### src/rtl/pipe_stage_skid.sv
// Pipeline stage with a one-entry skid buffer: full throughput with a registered in_ready.
// Bubbles zero the control payload and are counted in a saturating counter.
module pipe_stage_skid #(
  parameter int unsigned DATA_WIDTH = 32,
  parameter int unsigned CTRL_WIDTH = 8,
  parameter int unsigned CNT_WIDTH  = 16
) (
  input  logic                  clk,
  input  logic                  rst,
  input  logic                  flush,
  input  logic                  in_valid,
  output logic                  in_ready,
  input  logic [CTRL_WIDTH-1:0] in_ctrl,
  input  logic [DATA_WIDTH-1:0] in_data,
  output logic                  out_valid,
  input  logic                  out_ready,
  output logic [CTRL_WIDTH-1:0] out_ctrl,
  output logic [DATA_WIDTH-1:0] out_data,
  output logic [CNT_WIDTH-1:0]  bubble_cnt
);

  logic                  out_valid_q, out_valid_d;
  logic [CTRL_WIDTH-1:0] out_ctrl_q, out_ctrl_d;
  logic [DATA_WIDTH-1:0] out_data_q, out_data_d;
  logic                  skid_valid_q, skid_valid_d;
  logic [CTRL_WIDTH-1:0] skid_ctrl_q, skid_ctrl_d;
  logic [DATA_WIDTH-1:0] skid_data_q, skid_data_d;
  logic [CNT_WIDTH-1:0]  bubble_cnt_q, bubble_cnt_d;

  logic accept;
  logic out_free;

  // in_ready comes straight from a flop, so out_ready never reaches it combinationally.
  assign in_ready = ~skid_valid_q;
  assign accept   = in_valid & in_ready;
  assign out_free = ~out_valid_q | out_ready;

  always_comb begin
    out_valid_d  = out_valid_q;
    out_ctrl_d   = out_ctrl_q;
    out_data_d   = out_data_q;
    skid_valid_d = skid_valid_q;
    skid_ctrl_d  = skid_ctrl_q;
    skid_data_d  = skid_data_q;

    if (flush) begin
      out_valid_d  = 1'b0;
      out_ctrl_d   = '0;
      skid_valid_d = 1'b0;
      skid_ctrl_d  = '0;
    end else if (out_free) begin
      if (skid_valid_q) begin
        out_valid_d  = 1'b1;
        out_ctrl_d   = skid_ctrl_q;
        out_data_d   = skid_data_q;
        skid_valid_d = accept;
        if (accept) begin
          skid_ctrl_d = in_ctrl;
          skid_data_d = in_data;
        end
      end else begin
        out_valid_d  = accept;
        skid_valid_d = 1'b0;
        if (accept) begin
          out_ctrl_d = in_ctrl;
          out_data_d = in_data;
        end else begin
          out_ctrl_d = '0;
        end
      end
    end else if (accept) begin
      skid_valid_d = 1'b1;
      skid_ctrl_d  = in_ctrl;
      skid_data_d  = in_data;
    end
  end

  always_comb begin
    bubble_cnt_d = bubble_cnt_q;
    if (!out_valid_q && (bubble_cnt_q != {CNT_WIDTH{1'b1}})) begin
      bubble_cnt_d = bubble_cnt_q + CNT_WIDTH'(1);
    end
  end

  always_ff @(posedge clk or posedge rst) begin
    if (rst) begin
      out_valid_q  <= 1'b0;
      out_ctrl_q   <= '0;
      out_data_q   <= '0;
      skid_valid_q <= 1'b0;
      skid_ctrl_q  <= '0;
      skid_data_q  <= '0;
      bubble_cnt_q <= '0;
    end else begin
      out_valid_q  <= out_valid_d;
      out_ctrl_q   <= out_ctrl_d;
      out_data_q   <= out_data_d;
      skid_valid_q <= skid_valid_d;
      skid_ctrl_q  <= skid_ctrl_d;
      skid_data_q  <= skid_data_d;
      bubble_cnt_q <= bubble_cnt_d;
    end
  end

  assign out_valid  = out_valid_q;
  assign out_ctrl   = out_valid_q ? out_ctrl_q : '0;
  assign out_data   = out_data_q;
  assign bubble_cnt = bubble_cnt_q;

endmodule

### config.mk
export PLATFORM = sky130hd
export DESIGN_NAME = pipe_stage_skid
export DESIGN_NICKNAME = d
export VERILOG_FILES = /design/src/rtl/pipe_stage_skid.sv
export SDC_FILE = /design/constraint.sdc
export NUM_CORES = 1
export LEC_CHECK = 0
export CORE_MARGIN = 1
export CORE_UTILIZATION = 40
export CTS_CLUSTER_DIAMETER = 120
export DETAILED_ROUTE_END_ITERATION = 16
export PLACE_DENSITY_LB_ADDON = 0.3
export SYNTH_ARGS = -nofsm -noshare
export SYNTH_HDL_FRONTEND = slang
export SYNTH_SLANG_ARGS = --single-unit
### constraint.sdc
create_clock -name clk -period 4.17 [get_ports clk]
set_input_delay 0.834 -clock clk [delete_from_list [all_inputs] [get_ports clk]]
set_output_delay 0.834 -clock clk [all_outputs]
set_load 0.02 [all_outputs]
==> run metrics, run 1 <==
drt initial violations 90; main flop type after synthesis dfrtp_1; Worst-path clk slew roughly 100 ps; Fmax between 0.3 and 0.4 GHz; crit-path cells buf_4, inv_1, clkdlybuf4s50_1; DRC errors left 0; worst setup path class register to primary output; Post-CTS Hold Buffers 0; cell area after synthesis about 4500 um2; Seq cells post-synth 98; CP Buf/Inv Count 3; post-route insts no fill between 600 and 700; Worst path slowest cell dfrtp_2; Pwr Total 0.00271 W; relative slew slack roughly 46%; Post-synth EDFFs 0; HP Class register to register; first-pass GRT wire length roughly 15000 um; Clock Latency Late Sink between 300 and 400 ps; Max stage delay on crit path 650 ps; startpoint types register; Seq/Total Area, Yosys 55.0%; Clock Skew around 13 ps; Top Ports about 100; Tcrit/Tclk final around 70%; Post-Syn Instances around 360; TNS Setup 0 ps; IO buf count between 100 and 150; vias in the first global route 3054; most frequent cells after synthesis dfrtp_1, nor2_1, mux2i_1; # Post-CTS Setup Buffers 0; status finished, final reports clean; Synthesized Nets 407; vias per cell 5.07; worst vdd ir 234 uV; via count between 3000 and 4000; CTS Buf Count 9; share of cells above drive strength 1 approximately a fifth; # clock sinks 98; final WL ~9000 um; min cycle time layout ~3000 ps; max-slew violations 0; Die W around 110 um; count of final setup violators 0; Mapped Avg Cell Area ~12 um2; pwr/cell area between 400 and 500 nW/um2; PostCTS Resize Cnt 0; DP Cell Count 587; CTS tree yes; Unique masters post-synth 39; Post-DRT Antenna Nets 0; RSZ-0062 raised after global routing false; post-DR wirelength/cell 14.9 um; Clock Tree Root clkbuf_8; std cell rows 38; Starting Density about two fifths; TritonRoute pass-1 iters 4; die area between 10000 and 15000 um2; Synth Warn # 0; core area ~11000 um2; CP Max Fanout 29; CTS max path bufs 2; GPL Wtd Cong 0.801; Total Routing Usage GR between 15 and 20%; total gr overflow 0; Yosys top cell by area dfrtp_1; Util after Layout a little over half; antenna violations before repair 0; hold slack a little under 500 ps; CTS H-Tree Depth 3; final hold vios 0; nets 504; CP top delay family buffers and inverters; worst path required time about 3300 ps; critical path arrival roughly 2200 ps; Synth area leaders dfrtp_1, mux2_2, mux2i_1, a21oi_2, nor2_1; max-cap violations 0; largest net degree at the start of global routing slightly below 50; P_leak 2.31 nW; antenna fix cells 0; actual slew at the worst max-slew pin slightly above 800 ps; Worst Setup End Kind primary output; area delta synth->final 30.1%; detailed placement HPWL 6200 um; Synth async-reset ratio between 90% and 100%; most common cell in the netlist dfrtp_1; share of the synthesized area in the top cell type 55.0%; Die Ht ~110 um
[sequential cells by signal, summed over array words and instances (netlist names)]
register	count
bubble_cnt	16
out_data	32
skid_valid_q	1
out_ctrl_q	8
out_valid	1
skid_data_q	32
skid_ctrl_q	8
[layer usage]
metal / track usage (%) / share of wire (%) / vias up
li1: - / - / 1474
met1: 22.1 / 46 / 1478
met2: 26.4 / 46 / 97
met3: 3.33 / 5.8 / 11
met4: 7.44 / 1.6 / 0
met5: 0 / 0 / -
[final timing paths]
path / from / end / slack [ps] / cells after the start
worst max-delay path: skid_valid_q / in_ready / 1180 / 3
worst min-delay path: skid_data_q[12] / skid_data_q[12] / 500 / 1
worst max register to register: skid_valid_q / skid_data_q[13] / 1690 / 4
worst min register to register: skid_data_q[12] / skid_data_q[12] / 500 / 1
max in group asynchronous: rst / skid_data_q[3] / 2470 / 3
min in group asynchronous: rst / bubble_cnt[5] / 880 / 2
[cells in the final DEF, fill, tap and decap left out, drive strengths merged]
master | Yosys | layout
clkdlybuf4s50 | 0 | 102
dfrtp | 98 | 98
nor2 | 48 | 48
a21oi | 40 | 40
mux2 | 33 | 33
mux2i | 32 | 32
nor3 | 13 | 13
clkbuf | 6 | 11
a22o | 8 | 8
a221oi | 8 | 8
and2 | 8 | 8
nand4 | 7 | 7
nand3 | 6 | 6
buf | 16 | 6
xor2 | 5 | 5
nand2 | 5 | 5
xnor2 | 5 | 5
inv | 5 | 5
bufinv | 0 | 4
nor2b | 3 | 3
nor3b | 3 | 3
nor4 | 2 | 2
and4 | 2 | 2
nand2b | 1 | 1
nor4b | 1 | 1
a41oi | 1 | 1
a31oi | 1 | 1
a21boi | 1 | 1
or4 | 1 | 1
o2111ai | 1 | 1
ha | 1 | 1
clkinv | 0 | 1
[logic make-up (layout without fill, tap and decap cells)]
logic type      Yosys count  in the layout  synth area share, %
compound gates           60             60                 10.7
xor+xnor                 10             10                 1.97
fa+ha+maj                 1              1                0.281
buf+inv                  27            129                 4.21
flops                    98             98                 55.0
mux                      65             65                 15.6
simple gates            100            100                 12.2
[layout make-up]
cell class / instances / area, um2
Clock inverter: 5 / 125
Tap cell: 140 / 175
Multi-Input combinational cell: 236 / 1820
Sequential cell: 98 / 2450
Fill cell: 974 / 5040
Clock buffer: 11 / 141
Timing Repair Buffer: 108 / 1070
Inverter: 5 / 21.3
[stage by stage]
step | cell area, um2 | setup WS (ps)
3_3_place_gp | 5530 | 1030
4_1_cts | 5800 | 1140
6_report | 5800 | 1180
3_5_place_dp | 5530 | 978
5_1_grt | 5800 | 1050
2_1_floorplan | 4460 | 774
[report_power, final]
part           leakage [nW]  internal (W)  switching (W)  total (W)
clock                 0.134      0.000475       0.000322   0.000797
sequential             1.19       0.00112       0.000133    0.00126
combinational         0.987      0.000346       0.000312   0.000658
Power figures use the tool's default switching activity.
==> run 2: changes to the inputs <==
==> constraint.sdc (replaced) <==
create_clock -name clk -period 2.8 [get_ports clk]
set_input_delay 0.56 -clock clk [delete_from_list [all_inputs] [get_ports clk]]
set_output_delay 0.56 -clock clk [all_outputs]
set_load 0.02 [all_outputs]
==> run 2 against run 1 <==
Effect of this change:
- core utilization decreased by 0.39 points
- routed wire length increased by 1.6%
- worst setup slack got worse by 770 ps
- worst hold slack about the same
- clock skew decreased by 5.1 ps
- first-iteration DRC count increased by 40%
- critical endpoint is now out_ctrl[5]
- sequential power increased by 48%
==> run metrics, run 2 (synthesis gave the netlist of run 1 again) <==
startpoint types register; CP Buf/Inv Count 1; total gr overflow 0; Worst R2R End skid_ctrl_q[1]; stages on the worst setup path 2; antenna violations before repair 0; final hold vios 0; share of cells above drive strength 1 roughly a fifth; status finished, final reports clean; Clock Skew around 7.5 ps; worst vdd ir 361 uV; GPL Wtd Cong approximately 0.8; CTS tree yes; leading cell types in the layout, fill and taps excluded clkdlybuf4s50_1, dfrtp_1, nor2_1; count of final setup violators 0; largest net degree at the start of global routing between 90 and 100; vias per cell roughly 5.2; worst path required time ~2200 ps; CTS Buf Count 9; vias in the first global route 3182; Tcrit/Tclk final 85.3%; PostCTS Resize Cnt 0; # Post-CTS Setup Buffers 0; Post-CTS Hold Buffers 0; M2 GR Usage a little over a quarter; DRC errors left 0; std cell rows 38; Top Ports about 100; Clock Tree Root clkbuf_8; crit-path cells and2_1, clkdlybuf4s50_1; first-pass GRT wire length about 15000 um; CP startpoint out_valid; Die W ~110 um; Die Ht around 110 um; CP top delay family flip-flops; Total Routing Usage GR roughly 17%; Worst R2R Setup Slack roughly 670 ps; Util after Layout a little over half; post-route insts no fill 604; core area roughly 11000 um2; drt initial violations about 130; hold_sp skid_data_q[11]; routing usage on met1 between 20 and 25%; Top Usage Layer GRT met2; TNS Setup 0 ps; critical path arrival roughly 1800 ps; max-slew violations 0; area delta synth->final 29.2%; RR Startpoint out_valid; commonest non-fill, non-tap cell in the layout clkdlybuf4s50_1; die area around 12000 um2; Max stage delay on crit path around 650 ps; relative slew slack between 40 and 50%; CP Max Fanout 17; Fmax ~0.42 GHz; hold path endpoint skid_data_q[11]; Worst Setup End Kind primary output; DP Cell Count roughly 590; CTS max path bufs 2; Starting Density roughly two fifths; CTS H-Tree Depth 3; antenna fix cells 0; pwr/cell area between 600 and 700 nW/um2; final WL between 9000 and 10000 um; min cycle time layout around 2400 ps; # clock sinks slightly below 100; post-DR wirelength/cell between 15 and 20 um; Post-DRT Antenna Nets 0; Worst-path clk slew roughly 90 ps; Pwr Total between 0.003 and 0.004 W; RSZ-0062 raised after global routing false; nets 506; actual slew at the worst max-slew pin 781 ps; Clock Latency Late Sink between 300 and 400 ps; IO buf count approximately 100; HP Class register to register; worst setup path class register to primary output; FF-to-FF path depth 3; via count approximately 3100; hold depth 1; max-cap violations 0; met3 Track Usage GR about 5.3%; P_leak approximately 2.3 nW; TritonRoute pass-1 iters 4; Worst path slowest cell dfrtp_1; detailed placement HPWL between 6000 and 7000 um
run 2: changes by cell type in the layout (fill, tap and decap cells not counted):
cell,before,now
clkinvlp_4,0,1
clkbuf_8,10,11
inv_4,1,0
bufinv_16,4,0
buf_4,6,5
buf_12,0,3
clkinv_2,1,3
run 2: final cells by class:
| cell class | instances | area, um2 |
|---|---|---|
| Fill cell | 971 | 5080 |
| Inverter | 5 | 22.5 |
| Timing Repair Buffer | 110 | 1120 |
| Tap cell | 140 | 175 |
| Sequential cell | 98 | 2450 |
| Multi-Input combinational cell | 236 | 1820 |
| Clock inverter | 3 | 15.0 |
| Clock buffer | 12 | 155 |
run 2: per-stage QoR:
step	hold WS [ps]	area [um2]	setup WS (ps)
floorplan	458	4460	1070
global placement	469	5590	464
detailed placement	481	5590	378
CTS	502	5760	363
global route	525	5760	279
finish	497	5760	411
run 2: worst max path at each step:
stage / end / slack [ps]
detailed placement: skid_ctrl_q[5] / 380
global route: out_ctrl[2] / 280
finish: out_ctrl[5] / 410
global placement: skid_ctrl_q[6] / 460
floorplan: skid_data_q[11] / 1070
CTS: out_ctrl[2] / 360
run 2: worst register-to-register path, delay by kind of cell, from the launching register on:
family / cells / cell delay [ps]
flops: 1 / 650
compound gates: 2 / 670
simple gates: 1 / 700
run 2: per-layer routing:
layer,part of all wire (%),vias up
met1,45,1531
met4,1.8,0
li1,-,1476
met2,46,90
met3,7.1,14
met5,0,-
run 2: where the power goes:
group | total, W | leakage [nW] | switching [W] | internal [W]
registers | 0.00186 | 1.19 | 0.000192 | 0.00167
clock network | 0.000821 | 0.0920 | 0.000458 | 0.000363
logic | 0.000993 | 1.00 | 0.000470 | 0.000523
==> run 3: changes to the inputs <==
--- a/config.mk
+++ b/config.mk
@@ -8,6 +8,7 @@
 export CORE_MARGIN = 1
 export CORE_UTILIZATION = 40
 export CTS_CLUSTER_DIAMETER = 120
+export CTS_CLUSTER_SIZE = 8
 export DETAILED_ROUTE_END_ITERATION = 16
 export PLACE_DENSITY_LB_ADDON = 0.3
 export SYNTH_ARGS = -nofsm -noshare
==> results of run 3 <==
The final DEF is identical to that of run 2; final timing and power are the same.
